<file path="config.mk">
export PLATFORM = sky130hd
export DESIGN_NAME = decode_ctrl_pipe
export DESIGN_NICKNAME = d
export VERILOG_FILES = /design/src/rtl/wisc_ctrl_pkg.sv /design/src/rtl/ctrl_decode.sv /design/src/rtl/decode_ctrl_pipe.sv
export SDC_FILE = /design/constraint.sdc
export NUM_CORES = 1
export LEC_CHECK = 0
export CAP_MARGIN = 20
export CORE_MARGIN = 2
export CORE_UTILIZATION = 36
export CTS_BUF_LIST = sky130_fd_sc_hd__clkbuf_8
export DETAILED_ROUTE_END_ITERATION = 12
export GPL_TIMING_DRIVEN = 0
export PLACE_DENSITY_LB_ADDON = 0.2
export SETUP_SLACK_MARGIN = 0.1
export SKIP_LAST_GASP = 1
export SYNTH_ARGS = -nofsm -noshare
export SYNTH_HDL_FRONTEND = slang
export SYNTH_SLANG_ARGS = --single-unit
export TNS_END_PERCENT = 20
</file>
<file path="constraint.sdc">
create_clock -name clk -period 3.6 [get_ports clk]
set_clock_uncertainty 0.05 [all_clocks]
set_input_delay 0.36 -clock clk [delete_from_list [all_inputs] [get_ports clk]]
set_output_delay 0.36 -clock clk [all_outputs]
set_load 0.01 [all_outputs]
</file>
<file path="src/rtl/wisc_ctrl_pkg.sv">
// Shared WISC decode definitions: opcodes, control-bundle bit layout and
// pipeline FSM state encodings used by the decode/control stage.
package wisc_ctrl_pkg;

    localparam logic [4:0] OP_HALT  = 5'b00000;
    localparam logic [4:0] OP_NOP   = 5'b00001;
    localparam logic [4:0] OP_SIIC  = 5'b00010;
    localparam logic [4:0] OP_RTI   = 5'b00011;
    localparam logic [4:0] OP_J     = 5'b00100;
    localparam logic [4:0] OP_JAL   = 5'b00110;
    localparam logic [4:0] OP_ADDI  = 5'b01000;
    localparam logic [4:0] OP_SUBI  = 5'b01001;
    localparam logic [4:0] OP_XORI  = 5'b01010;
    localparam logic [4:0] OP_ANDNI = 5'b01011;
    localparam logic [4:0] OP_BEQZ  = 5'b01100;
    localparam logic [4:0] OP_BNEZ  = 5'b01101;
    localparam logic [4:0] OP_ST    = 5'b10000;
    localparam logic [4:0] OP_LD    = 5'b10001;
    localparam logic [4:0] OP_LBI   = 5'b11000;
    localparam logic [4:0] OP_ALU   = 5'b11011;

    localparam logic [1:0] FN_ADD  = 2'b00;
    localparam logic [1:0] FN_SUB  = 2'b01;
    localparam logic [1:0] FN_XOR  = 2'b10;
    localparam logic [1:0] FN_ANDN = 2'b11;

    // Control bundle bit offsets (2-bit fields start at the given offset).
    localparam int CTRL_REGWRT = 0;
    localparam int CTRL_BSRC   = 1;
    localparam int CTRL_WBSEL  = 3;
    localparam int CTRL_REGDST = 5;
    localparam int CTRL_CIN    = 7;
    localparam int CTRL_INVA   = 8;
    localparam int CTRL_INVB   = 9;
    localparam int CTRL_MEMRD  = 10;
    localparam int CTRL_MEMWR  = 11;
    localparam int CTRL_BRANCH = 12;
    localparam int CTRL_JUMP   = 13;
    localparam int CTRL_HALT   = 14;
    localparam int CTRL_ALUOP  = 15;
    localparam int CTRL_W      = 17;

    localparam logic [1:0] BSRC_REG   = 2'b00;
    localparam logic [1:0] BSRC_IMM5S = 2'b01;
    localparam logic [1:0] BSRC_IMM5Z = 2'b10;
    localparam logic [1:0] BSRC_IMM8S = 2'b11;

    localparam logic [1:0] WB_LINK = 2'b00;
    localparam logic [1:0] WB_MEM  = 2'b01;
    localparam logic [1:0] WB_ALU  = 2'b10;

    localparam logic [1:0] DST_RD42  = 2'b00;
    localparam logic [1:0] DST_RD75  = 2'b01;
    localparam logic [1:0] DST_RD108 = 2'b10;
    localparam logic [1:0] DST_R7    = 2'b11;

    localparam logic [1:0] ALU_ADD   = 2'b00;
    localparam logic [1:0] ALU_XOR   = 2'b01;
    localparam logic [1:0] ALU_AND   = 2'b10;
    localparam logic [1:0] ALU_PASSB = 2'b11;

    typedef enum logic [1:0] {
        RUN    = 2'b00,
        HALTED = 2'b01,
        TRAP   = 2'b10
    } pipeState_t;

endpackage

</file>
<file path="src/rtl/ctrl_decode.sv">
// Combinational WISC instruction decoder: opcode (and ALU funct) to the
// packed control bundle. Unknown opcodes, NOP, SIIC and RTI decode to zero.
module ctrl_decode
    import wisc_ctrl_pkg::*;
(
    input  logic [15:0]       instr,
    output logic [CTRL_W-1:0] ctrl
);

    logic [4:0] opcode;
    logic [1:0] funct;
    logic [8:0] unusedBits;

    assign opcode     = instr[15:11];
    assign funct      = instr[1:0];
    assign unusedBits = instr[10:2];

    always_comb begin
        // NOTE: default every field first so no path through the case infers a latch.
        ctrl = '0;
        unique case (opcode)
            OP_HALT: ctrl[CTRL_HALT] = 1'b1;
            OP_ADDI, OP_SUBI, OP_XORI, OP_ANDNI: begin
                ctrl[CTRL_REGWRT]       = 1'b1;
                ctrl[CTRL_WBSEL +: 2]   = WB_ALU;
                ctrl[CTRL_REGDST +: 2]  = DST_RD75;
                ctrl[CTRL_BSRC +: 2]    = opcode[1] ? BSRC_IMM5Z : BSRC_IMM5S;
                ctrl[CTRL_ALUOP +: 2]   = (opcode == OP_XORI)  ? ALU_XOR :
                                          (opcode == OP_ANDNI) ? ALU_AND : ALU_ADD;
                ctrl[CTRL_CIN]          = (opcode == OP_SUBI);
                ctrl[CTRL_INVA]         = (opcode == OP_SUBI);
                ctrl[CTRL_INVB]         = (opcode == OP_ANDNI);
            end
            OP_ST: begin
                ctrl[CTRL_MEMWR]        = 1'b1;
                ctrl[CTRL_BSRC +: 2]    = BSRC_IMM5S;
            end
            OP_LD: begin
                ctrl[CTRL_REGWRT]       = 1'b1;
                ctrl[CTRL_MEMRD]        = 1'b1;
                ctrl[CTRL_BSRC +: 2]    = BSRC_IMM5S;
                ctrl[CTRL_WBSEL +: 2]   = WB_MEM;
                ctrl[CTRL_REGDST +: 2]  = DST_RD75;
            end
            OP_LBI: begin
                ctrl[CTRL_REGWRT]       = 1'b1;
                ctrl[CTRL_BSRC +: 2]    = BSRC_IMM8S;
                ctrl[CTRL_ALUOP +: 2]   = ALU_PASSB;
                ctrl[CTRL_WBSEL +: 2]   = WB_ALU;
                ctrl[CTRL_REGDST +: 2]  = DST_RD108;
            end
            OP_BEQZ, OP_BNEZ: ctrl[CTRL_BRANCH] = 1'b1;
            OP_J:   ctrl[CTRL_JUMP] = 1'b1;
            OP_JAL: begin
                ctrl[CTRL_JUMP]         = 1'b1;
                ctrl[CTRL_REGWRT]       = 1'b1;
                ctrl[CTRL_WBSEL +: 2]   = WB_LINK;
                ctrl[CTRL_REGDST +: 2]  = DST_R7;
            end
            OP_ALU: begin
                ctrl[CTRL_REGWRT]       = 1'b1;
                ctrl[CTRL_WBSEL +: 2]   = WB_ALU;
                ctrl[CTRL_REGDST +: 2]  = DST_RD42;
                ctrl[CTRL_ALUOP +: 2]   = (funct == FN_XOR)  ? ALU_XOR :
                                          (funct == FN_ANDN) ? ALU_AND : ALU_ADD;
                ctrl[CTRL_CIN]          = (funct == FN_SUB);
                ctrl[CTRL_INVA]         = (funct == FN_SUB);
                ctrl[CTRL_INVB]         = (funct == FN_ANDN);
            end
            default: ctrl = '0;
        endcase
    end

endmodule

</file>
<file path="src/rtl/decode_ctrl_pipe.sv">
// Decode stage: instruction FIFO, registered decoded bundle and RUN/HALTED/TRAP FSM.
// Define DECODE_SIIC_TRAP_EN to make SIIC/RTI trap instead of decoding as NOP.
module decode_ctrl_pipe
    import wisc_ctrl_pkg::*;
#(
    parameter int INSTR_W = 16,
    parameter int PC_W    = 16,
    parameter int DEPTH   = 4
) (
    input  logic               clk,
    input  logic               rst_n,
    input  logic               in_valid,
    output logic               in_ready,
    input  logic [INSTR_W-1:0] in_instr,
    input  logic [PC_W-1:0]    in_pc,
    input  logic               flush,
    output logic               out_valid,
    input  logic               out_ready,
    output logic [INSTR_W-1:0] out_instr,
    output logic [PC_W-1:0]    out_pc,
    output logic [CTRL_W-1:0]  out_ctrl,
    output logic               halted,
    output logic               err
);

    localparam int PTR_W = $clog2(DEPTH);
    localparam int CNT_W = PTR_W + 1;
    localparam logic [CNT_W-1:0] FULL_CNT = CNT_W'(DEPTH);

    pipeState_t         state, nextState;
    logic [PTR_W-1:0]   wrPtr, rdPtr;
    logic [CNT_W-1:0]   count;
    logic [INSTR_W-1:0] instrMem [DEPTH];
    logic [PC_W-1:0]    pcMem [DEPTH];
    logic [INSTR_W-1:0] headInstr;
    logic [CTRL_W-1:0]  headCtrl, ctrlReg;
    logic               validReg, errReg;
    logic               isRun, push, load, retire, haltRetire, trapHead, enterTrap;

    assign isRun      = (state == RUN);
    assign headInstr  = instrMem[rdPtr];
    assign in_ready   = isRun && (count < FULL_CNT);
    assign push       = in_valid && in_ready && !flush;
    assign retire     = validReg && out_ready;
    assign haltRetire = retire && ctrlReg[CTRL_HALT];
    // Nothing new is staged behind a retiring HALT.
    assign load       = isRun && (count != '0) && !flush && (!validReg || out_ready) && !haltRetire;

`ifdef DECODE_SIIC_TRAP_EN
    assign trapHead = (headInstr[15:11] == OP_SIIC) || (headInstr[15:11] == OP_RTI);
`else
    assign trapHead = 1'b0;
`endif
    assign enterTrap = load && trapHead;

    ctrl_decode uDecode (
        .instr (headInstr[15:0]),
        .ctrl  (headCtrl)
    );

    always_comb begin
        nextState = state;
        unique case (state)
            RUN: begin
                if (haltRetire)     nextState = HALTED;
                else if (enterTrap) nextState = TRAP;
            end
            default: nextState = state;
        endcase
    end

    always_ff @(posedge clk) begin
        if (!rst_n) state <= RUN;
        else        state <= nextState;
    end

    // Leaving RUN or flushing discards everything still queued.
    always_ff @(posedge clk) begin
        if (!rst_n || !isRun || flush || haltRetire || enterTrap) begin
            wrPtr <= '0;
            rdPtr <= '0;
            count <= '0;
        end else begin
            if (push) wrPtr <= wrPtr + 1'b1;
            if (load) rdPtr <= rdPtr + 1'b1;
            case ({push, load})
                2'b10:   count <= count + 1'b1;
                2'b01:   count <= count - 1'b1;
                default: count <= count;
            endcase
        end
    end

    // NOTE: storage is not reset; count/pointers alone define which entries are live.
    always_ff @(posedge clk) begin
        if (push) begin
            instrMem[wrPtr] <= in_instr;
            pcMem[wrPtr]    <= in_pc;
        end
    end

    always_ff @(posedge clk) begin
        if (!rst_n) begin
            validReg  <= 1'b0;
            out_instr <= '0;
            out_pc    <= '0;
            ctrlReg   <= '0;
            errReg    <= 1'b0;
        end else begin
            if (enterTrap) errReg <= 1'b1;
            if (load && !trapHead) begin
                validReg  <= 1'b1;
                out_instr <= headInstr;
                out_pc    <= pcMem[rdPtr];
                ctrlReg   <= headCtrl;
            end else if (retire || flush || enterTrap) begin
                validReg  <= 1'b0;
            end
        end
    end

    assign out_valid = validReg;
    assign out_ctrl  = validReg ? ctrlReg : '0;
    assign halted    = (state == HALTED);
    assign err       = errReg;

endmodule
</file>
==> results of run 1 <==
[final cells by class]
cell class | instances | area, sq um
fill | 1817 | 11110
sequential | 187 | 5025
multi-input combinational | 261 | 2096
timing repair buffer | 91 | 980.9
tap | 270 | 337.8
clock buffer | 17 | 234.0
buffer | 31 | 156.4
clock inverter | 15 | 126.4
inverter | 10 | 37.54
[power by group]
group | internal [W] | total (W) | switching, W
registers | 0.00233 | 0.00234 | 0.0000128
clock network | 0.000544 | 0.00129 | 0.000741
logic | 0.000110 | 0.000231 | 0.000121
total | 0.00298 | 0.00386 | 0.000875
[metrics by stage]
step                util, %  instances  setup WS [ns]
global placement      42.37        846        0.01166
global route          44.73        882         0.5489
detailed placement    42.94        850         0.2988
finish                44.73        882         0.7499
floorplan                 -        489          1.295
CTS                   44.73        882         0.7636
[sequential cells by signal (all words and copies together), names as in the netlist, named ones only]
name       count
rdPtr          2
ctrlReg       16
state          1
out_pc        16
out_instr     16
instrMem      64
count          3
out_valid      1
pcMem         64
wrPtr          2
[cell families after synthesis]
logic type                 after synthesis  share of synthesized area [%]
DFF                                    187                          68.74
and+or+nand+nor                        146                          9.774
AOI/OAI and AO/OA                       68                          6.830
buffers and inverters                   41                          2.653
muxes                                   32                          9.860
xor gates and xnor gates                 8                         0.9585
adders and majority gates                6                          1.130
other                                    1                        0.05130
[synth_stat cells, types with 2 or more instances]
| library cell | number |
|---|---|
| a21boi_0 | 23 |
| a21boi_1 | 16 |
| a21oi_1 | 7 |
| a31oi_1 | 3 |
| a32o_1 | 2 |
| a32oi_1 | 2 |
| and2_1 | 21 |
| buf_2 | 10 |
| buf_4 | 3 |
| buf_6 | 2 |
| clkbuf_1 | 14 |
| dfxtp_1 | 59 |
| edfxtp_1 | 128 |
| ha_1 | 5 |
| inv_1 | 9 |
| mux4_2 | 32 |
| nand2_1 | 76 |
| nand2b_4 | 2 |
| nand3_1 | 6 |
| nand4_1 | 3 |
| nor2_1 | 20 |
| nor2b_1 | 8 |
| nor3_1 | 2 |
| nor3b_1 | 2 |
| o21ai_0 | 4 |
| xnor2_1 | 4 |
| xor2_1 | 4 |
[final timing paths]
kind	start	endpoint	slack, ns	depth (start not counted)
setup / recovery	count[2]	count[2]	0.75	11
hold / removal	ctrlReg[1]	ctrlReg[1]	0.41	2
setup reg to reg	count[2]	count[2]	0.75	11
hold reg to reg	ctrlReg[1]	ctrlReg[1]	0.41	2
[worst min-delay path, delay by kind of cell (launching register included)]
kind	cells	cell delay, ns
flops	1	0.32
simple gates	1	0.05
compound gates	1	0.05
[metal layers]
metal	vias up	global-route usage, %	part of all wire, %
met4	0	4.612	1.4
met3	16	4.031	4.0
met5	-	0	0
met2	93	26.04	50
met1	2152	19.20	45
li1	2004	-	-
==> summary.md, run 1 <==
| Metric | Value |
|---|---|
| RSZ-0062 raised after global routing | `false` |
| Post-CTS Setup Bufs | `0` |
| Cell row count | `52` |
| Buf+Inv Stages, Crit Path | `3` |
| Yosys cell types | `49` |
| Slew @ Worst Pin | `0.8190 ns` |
| DRT iter0 DRCs | `235` |
| Final setup TNS | `0 ns` |
| Buffers on Ports | `87` |
| CTS tree | `built` |
| # DRC | `0` |
| Syn_nets | `532` |
| Vias in the first global route | `4372` |
| Cell count after synthesis | `489` |
| Final GP Congestion | `0.8255` |
| First-pass GRT wire length | `24550 um` |
| Grt ovf | `0` |
| Crit path largest cell delay | `0.51 ns` |
| Crit path max-delay family | `buffers and inverters` |
| Post-synth top area cell | `edfxtp_1` |
| Crit path required time | `3.89 ns` |
| CP cell instances | `or3_1, o211ai_1, inv_2, clkbuf_1, ha_1, inv_1, fa_1, xor2_1, nor2_1, xnor2_1, nor2_1` |
| Die H | `146.5 um` |
| Die area | `21460 sq um` |
| Final hold slack | `0.4061 ns` |
| Synth Warn # | `0` |
| Fmax | `350.9 MHz` |
| Post-synth EDFFs | `128` |
| Syn avg cell area | `14.95 sq um` |
| TritonCTS Sinks | `187` |
| Top cells by area, synth | `edfxtp_1 53%, dfxtp_1 16%, mux4_2 9.9%` |
| Placed Area | `8633 sq um` |
| Worst Path Arrival | `3.14 ns` |
| Final nets | `642` |
| WL/cell | `17.97 um` |
| I/O pins | `90` |
| Post-route ant nets | `0` |
| Antenna violations before repair | `0` |
| Top_reg_cell synth | `edfxtp_1` |
| Final-report setup violation count | `0` |
| Min-Delay Path Class | `flip-flop to flip-flop` |
| Mapped cell area | `7310 sq um` |
| Final WL | `15850 um` |
| Critical-path maximum fanout | `10` |
| Core Area | `20100 sq um` |
| Final instance area | `8994 sq um` |
| PostCTS Resize Cnt | `0` |
| H-tree depth | `4` |
| Share of cells above drive strength 1 | `15.20%` |
| Most common cell after layout, fill and taps aside | `edfxtp_1` |
| Period utilization | `79.17%` |
| DP HPWL | `10700 um` |
| Antenna cells | `0` |
| Peak VDD IR | `221.9 uV` |
| Largest net degree at the start of global routing | `19` |
| Register area share after synthesis | `68.74%` |
| Latest clock arrival within the worst-skew pair | `0.46 ns` |
| CP Capture Type | `flip-flop` |
| Drt via density | `4.836` |
| Clk root buf | `clkbuf_8` |
| Power Dens Cells | `428.7 nW/um^2` |
| Crit path top cell by count | `nor2_1` |
| GRT Total Usage | `15.28%` |
| Kind of critical path | `flip-flop to flip-flop` |
| CP Launch Type | `flip-flop` |
| CP max stage cell | `clkbuf_1` |
| Total number of vias | `4265` |
| Area Growth Syn to Fin | `23.04%` |
| Die Wd | `146.5 um` |
| Final hold violations | `0` |
| CTS buffer count | `17` |
| Clk buf depth | `2` |
| Final min period | `2.850 ns` |
| Max-cap violation count | `0` |
| Worst-path clk slew | `0.09 ns` |
| Final Max Tran Viols | `0` |
| Most frequent cells in the layout | `128 x edfxtp_1, 87 x clkdlybuf4s50_1, 76 x nand2_1, 59 x dfxtp_1, 32 x mux4_2` |
| Worst slew margin | `45.26%` |
| Synth async-reset ratio | `0%` |
| Initial core utilization | `36.36%` |
| Leakage power | `2.825 nW` |
| Synthesized flop and latch total | `187` |
| Synth top area share | `52.58%` |
| DR pass1 iterations | `4` |
| Status | `finished clean` |
| Power consumption | `0.003855 W` |
| Post-CTS Hold Fix Bufs | `0` |
Note: power is estimated with default switching activity, not from simulation.
==> run 2, diff against run 1 <==
==> constraint.sdc (replaced) <==
create_clock -name clk -period 2.4 [get_ports clk]
set_clock_uncertainty 0.05 [all_clocks]
set_input_delay 0.24 -clock clk [delete_from_list [all_inputs] [get_ports clk]]
set_output_delay 0.24 -clock clk [all_outputs]
set_load 0.01 [all_outputs]
==> summary.md, run 2 (synthesized netlist as in run 1, its figures left out) <==
| Metric | Value |
|---|---|
| Status | `finished clean` |
| Final WL | `15680 um` |
| Cell row count | `52` |
| Total number of vias | `4322` |
| Critical-path maximum fanout | `10` |
| P_sw | `0.001233 W` |
| Buffers on Ports | `87` |
| Post-route ant nets | `0` |
| Fmax | `459.0 MHz` |
| Peak VDD IR | `322.3 uV` |
| Latest clock arrival within the worst-skew pair | `0.45 ns` |
| Placed Area | `8635 sq um` |
| Critical Path End | `out_ctrl[8]` |
| TritonCTS Sinks | `187` |
| Most common cell after layout, fill and taps aside | `edfxtp_1` |
| Final instance area | `9025 sq um` |
| DRT iter0 DRCs | `338` |
| CP Depth | `4` |
| Reg-to-reg setup timing slack | `0.25 ns` |
| Reg power frac | `62.3%` |
| DP HPWL | `10700 um` |
| Crit path required time | `2.11 ns` |
| GRT Total Usage | `15.30%` |
| Die H | `146.5 um` |
| Worst-path clk slew | `0.09 ns` |
| CP max stage cell | `clkdlybuf4s50_1` |
| Vias in the first global route | `4508` |
| Reg2reg path depth | `12` |
| H-tree depth | `4` |
| Area Growth Syn to Fin | `23.47%` |
| Final hold violations | `0` |
| RSZ-0062 raised after global routing | `false` |
| Period utilization | `90.78%` |
| DR pass1 iterations | `4` |
| Launch point of the worst path | `out_valid` |
| Largest net degree at the start of global routing | `18` |
| Max-cap violation count | `0` |
| Slew @ Worst Pin | `0.7027 ns` |
| Grt ovf | `0` |
| CTS buffer count | `17` |
| CP Launch Type | `flip-flop` |
| Buf+Inv Stages, Crit Path | `3` |
| Worst slew margin | `53.15%` |
| Final setup TNS | `0 ns` |
| Final min period | `2.179 ns` |
| Core Area | `20100 sq um` |
| Leakage power | `2.875 nW` |
| Final nets | `646` |
| Antenna violations before repair | `0` |
| First-pass GRT wire length | `24810 um` |
| Die Wd | `146.5 um` |
| Final-report setup violation count | `0` |
| CTS tree | `built` |
| Min-Delay Path Class | `input pin to flip-flop` |
| Switching Fraction | `21.89%` |
| Initial core utilization | `36.36%` |
| Final Max Tran Viols | `0` |
| Worst R2R End | `count[2]` |
| Drt via density | `4.878` |
| FF-to-FF Start | `state[0]` |
| Antenna cells | `0` |
| Internal | `0.004399 W` |
| Clk buf depth | `2` |
| Final GP Congestion | `0.8211` |
| Die area | `21460 sq um` |
| I/O pins | `90` |
| Share of cells above drive strength 1 | `16.07%` |
| Clock power share | `31.5%` |
| Comb pwr share | `6.2%` |
| WL/cell | `17.70 um` |
| Crit path max-delay family | `buffers and inverters` |
| CP cell instances | `clkbuf_2, and2_1, buf_4, clkdlybuf4s50_1` |
| Largest registers | `instrMem: 64 flops, pcMem: 64 flops` |
| CP Capture Type | `output pin` |
| Kind of critical path | `flip-flop to output pin` |
| Power Dens Cells | `624.1 nW/um^2` |
| # DRC | `0` |
| Clk root buf | `clkbuf_8` |
| Crit path largest cell delay | `0.51 ns` |
| Worst Path Arrival | `1.89 ns` |
| Most frequent cells in the layout | `128 x edfxtp_1, 87 x clkdlybuf4s50_1, 76 x nand2_1, 56 x dfxtp_1, 32 x mux4_2` |
## run 2: final cells by class
class	count	area, sq um
plain buffers	31	168.9
clock buffers	19	261.5
clock inverters	13	63.81
fillers	1795	11080
inverters	10	40.04
multi-input cells	261	2111
flip-flops and latches	187	5031
well taps	270	337.8
repair buffers	95	1011
## run 2: how the worst min path moves through the flow
stage | from | endpoint | depth (start not counted)
after CTS | rst_n | ctrlReg[6] | 2
after global routing | rst_n | ctrlReg[6] | 2
after global placement | ctrlReg[3] | ctrlReg[3] | 2
after floorplan | in_instr[0] | instrMem[0][0] | 0
after detailed placement | ctrlReg[3] | ctrlReg[3] | 2
final | rst_n | ctrlReg[6] | 2
## run 2: repair_timing
| item | 4_1_cts | 5_1_grt |
|---|---|---|
| pin swaps | 1 | 0 |
| endpoints found under the setup margin | 68 | 13 |
| resized for setup | 5 | 9 |
| hold buffers | 0 | 0 |
| setup buffers | 2 | 2 |
## run 2: per-layer routing
layer / up-vias / wire length, um / share of wire (%) / track usage [%]
met5: - / 0 / 0 / 0
met3: 19 / 757 / 4.8 / 3.438
met4: 0 / 241 / 1.5 / 4.951
met2: 116 / 7873 / 50 / 26.30
met1: 2170 / 6810 / 43 / 19.30
li1: 2017 / - / - / -
## run 2: power groups by stage
stage,clock network (W),registers (W),logic [W]
final,0.00177,0.00351,0.000351
after detailed placement,0,0.00358,0.000347
after CTS,0.00182,0.00351,0.000352
after global routing,0.00197,0.00351,0.000383
after floorplan,0,0.00359,0.000166
after global placement,0,0.00358,0.000331
## run 2: metrics by stage
| step | utilization (%) | instances | total power, W | hold WS [ns] | worst slack, ns |
|---|---|---|---|---|---|
| after global routing | 44.89 | 886 | 0.005863 | 0.3145 | 0.1196 |
| final | 44.89 | 886 | 0.005632 | 0.2971 | 0.2213 |
| after CTS | 44.74 | 884 | 0.005682 | 0.2881 | -0.008272 |
| after floorplan | - | 489 | 0.003752 | 0.2889 | 0.2014 |
| after detailed placement | 42.95 | 850 | 0.003931 | 0.3947 | -0.4509 |
| after global placement | 42.38 | 846 | 0.003914 | 0.3941 | -1.059 |
==> run 3, diff against run 2 <==
--- a/config.mk
+++ b/config.mk
@@ -8,12 +8,11 @@
 export CAP_MARGIN = 20
 export CORE_MARGIN = 2
 export CORE_UTILIZATION = 36
-export CTS_BUF_LIST = sky130_fd_sc_hd__clkbuf_8
 export DETAILED_ROUTE_END_ITERATION = 12
+export GPL_ROUTABILITY_DRIVEN = 0
 export GPL_TIMING_DRIVEN = 0
 export PLACE_DENSITY_LB_ADDON = 0.2
 export SETUP_SLACK_MARGIN = 0.1
-export SKIP_LAST_GASP = 1
 export SYNTH_ARGS = -nofsm -noshare
 export SYNTH_HDL_FRONTEND = slang
 export SYNTH_SLANG_ARGS = --single-unit
==> summary.md, run 3 (synthesized netlist as in run 1, its figures left out) <==
| Metric | Value |
|---|---|
| Crit path required time | `2.65 ns` |
| Worst Path Arrival | `2.43 ns` |
| Placed Area | `8635 sq um` |
| Antenna violations before repair | `0` |
| DR pass1 iterations | `5` |
| Fin util | `45.81%` |
| Worst Hold Depth | `2` |
| H-tree depth | `4` |
| Worst-path clk slew | `0.06 ns` |
| Critical Path End | `count[2]` |
| Final-report setup violation count | `0` |
| Buffers on Ports | `87` |
| DP HPWL | `10700 um` |
| Grt ovf | `0` |
| Worst R2R End | `count[2]` |
| Area Growth Syn to Fin | `26.00%` |
| Drt via density | `4.868` |
| Most common cell after layout, fill and taps aside | `edfxtp_1` |
| GRT Total Usage | `15.27%` |
| FF-to-FF Start | `state[0]` |
| Final hold violations | `0` |
| TritonCTS Sinks | `187` |
| CP Launch Type | `input pin` |
| Final Max Tran Viols | `0` |
| Cell row count | `52` |
| Final nets | `646` |
| Period utilization | `90.93%` |
| First-pass GRT wire length | `24810 um` |
| CP Capture Type | `flip-flop` |
| CTS tree | `built` |
| CTS buffer count | `17` |
| Die Wd | `146.5 um` |
| Vias in the first global route | `4504` |
| Reg-to-reg setup timing slack | `0.24 ns` |
| # DRC | `0` |
| Worst slew margin | `52.00%` |
| Fmax | `458.2 MHz` |
| Peak VDD IR | `458.8 uV` |
| Leakage power | `2.937 nW` |
| Die area | `21460 sq um` |
| Final min period | `2.182 ns` |
| I/O pins | `90` |
| Critical-path maximum fanout | `5` |
| Clk buf depth | `2` |
| Die H | `146.5 um` |
| Min-Delay Path Class | `input pin to flip-flop` |
| Kind of critical path | `input pin to flip-flop` |
| Max-cap violation count | `0` |
| Reg2reg path depth | `12` |
| WL/cell | `17.69 um` |
| Largest net degree at the start of global routing | `18` |
| Largest registers | `instrMem: 64 flops, pcMem: 64 flops` |
| Status | `finished clean` |
| Initial core utilization | `36.36%` |
| Slew @ Worst Pin | `0.7200 ns` |
| Core Area | `20100 sq um` |
| Final instance area | `9210 sq um` |
| DRT iter0 DRCs | `290` |
| Most frequent cells in the layout | `128 x edfxtp_1, 87 x clkdlybuf4s50_1, 76 x nand2_1, 56 x dfxtp_1, 32 x mux4_2` |
| Power Dens Cells | `690.8 nW/um^2` |
| Clk root buf | `clkbuf_16` |
| RSZ-0062 raised after global routing | `true` |
| Total number of vias | `4313` |
| Fill count | `1777` |
| Post-CTS Hold Fix Bufs | `0` |
| Final WL | `15670 um` |
| Post-route ant nets | `0` |
| Final hold slack | `0.3281 ns` |
| Antenna cells | `0` |
| Launch point of the worst path | `out_ready` |
| Share of cells above drive strength 1 | `16.07%` |
| Latest clock arrival within the worst-skew pair | `0.42 ns` |
==> run 3: cell count changes in the layout (fill, tap and decap cells not counted), moves of 6 or more <==
cell,before,now
clkbuf_16,0,17
clkbuf_8,19,2
clkbuf_1,12,18
inv_1,15,9
==> run 3: worst min-delay path by stage <==
stage	from	end	slack [ns]
floorplan	in_instr[0]	instrMem[0][0]	0.29
global placement	ctrlReg[3]	ctrlReg[3]	0.39
detailed placement	ctrlReg[3]	ctrlReg[3]	0.39
CTS	rst_n	ctrlReg[6]	0.33
global route	rst_n	ctrlReg[6]	0.36
finish	rst_n	ctrlReg[6]	0.33
==> run 3: layout make-up <==
class / count / area [sq um] / share of cell area, %
multi-input cells: 261 / 2110 / 22.90
well taps: 270 / 337.8 / 3.668
flip-flops and latches: 187 / 5029 / 54.60
inverters: 10 / 37.54 / 0.4076
clock buffers: 25 / 475.5 / 5.162
repair buffers: 95 / 1011 / 10.98
plain buffers: 31 / 168.9 / 1.834
clock inverters: 7 / 41.29 / 0.4483
==> run 3: stage by stage <==
stage               total power (W)  cells  setup TNS [ns]  setup WS (ns)
floorplan                  0.003752    489               0         0.2014
finish                     0.006363    886               0         0.2178
CTS                        0.006397    884               0        0.04230
global placement           0.003914    846         -135.80         -1.059
global route               0.006580    886               0        0.09419
detailed placement         0.003931    850          -31.18        -0.4509
==> run 3: worst max-delay path: stages <==
cell and delay (ns):
clkdlybuf4s50_1 0.51, nor2b_1 0.17, o211ai_1 0.11, buf_4 0.16, inv_2 0.09, buf_8 0.12
ha_2 0.18, inv_1 0.05, fa_1 0.36, xor2_1 0.15, nor2_1 0.11, xnor2_1 0.12
nor2_1 0.05
==> run 3: power breakdown <==
part / total (W) / switching [W] / leakage, nW / internal [W]
combinational: 0.000351 / 0.000181 / 1.05 / 0.000170
clock: 0.00250 / 0.00112 / 0.247 / 0.00137
sequential: 0.00351 / 0.0000194 / 1.64 / 0.00349
==> run 3: timing repair <==
action                                  CTS  global route
buffers inserted                          2             2
resized for setup                         4             7
hold endpoints to repair                  0             0
pin swaps                                 1             0
endpoints found under the setup margin   67            12
==> run 3: metal layers <==
layer / vias up / wire (um) / track usage, %
met5: - / 0 / 0
met4: 0 / 209 / 5.049
met3: 14 / 722 / 3.438
met2: 109 / 7854 / 26.18
met1: 2172 / 6884 / 19.26
li1: 2018 / - / -
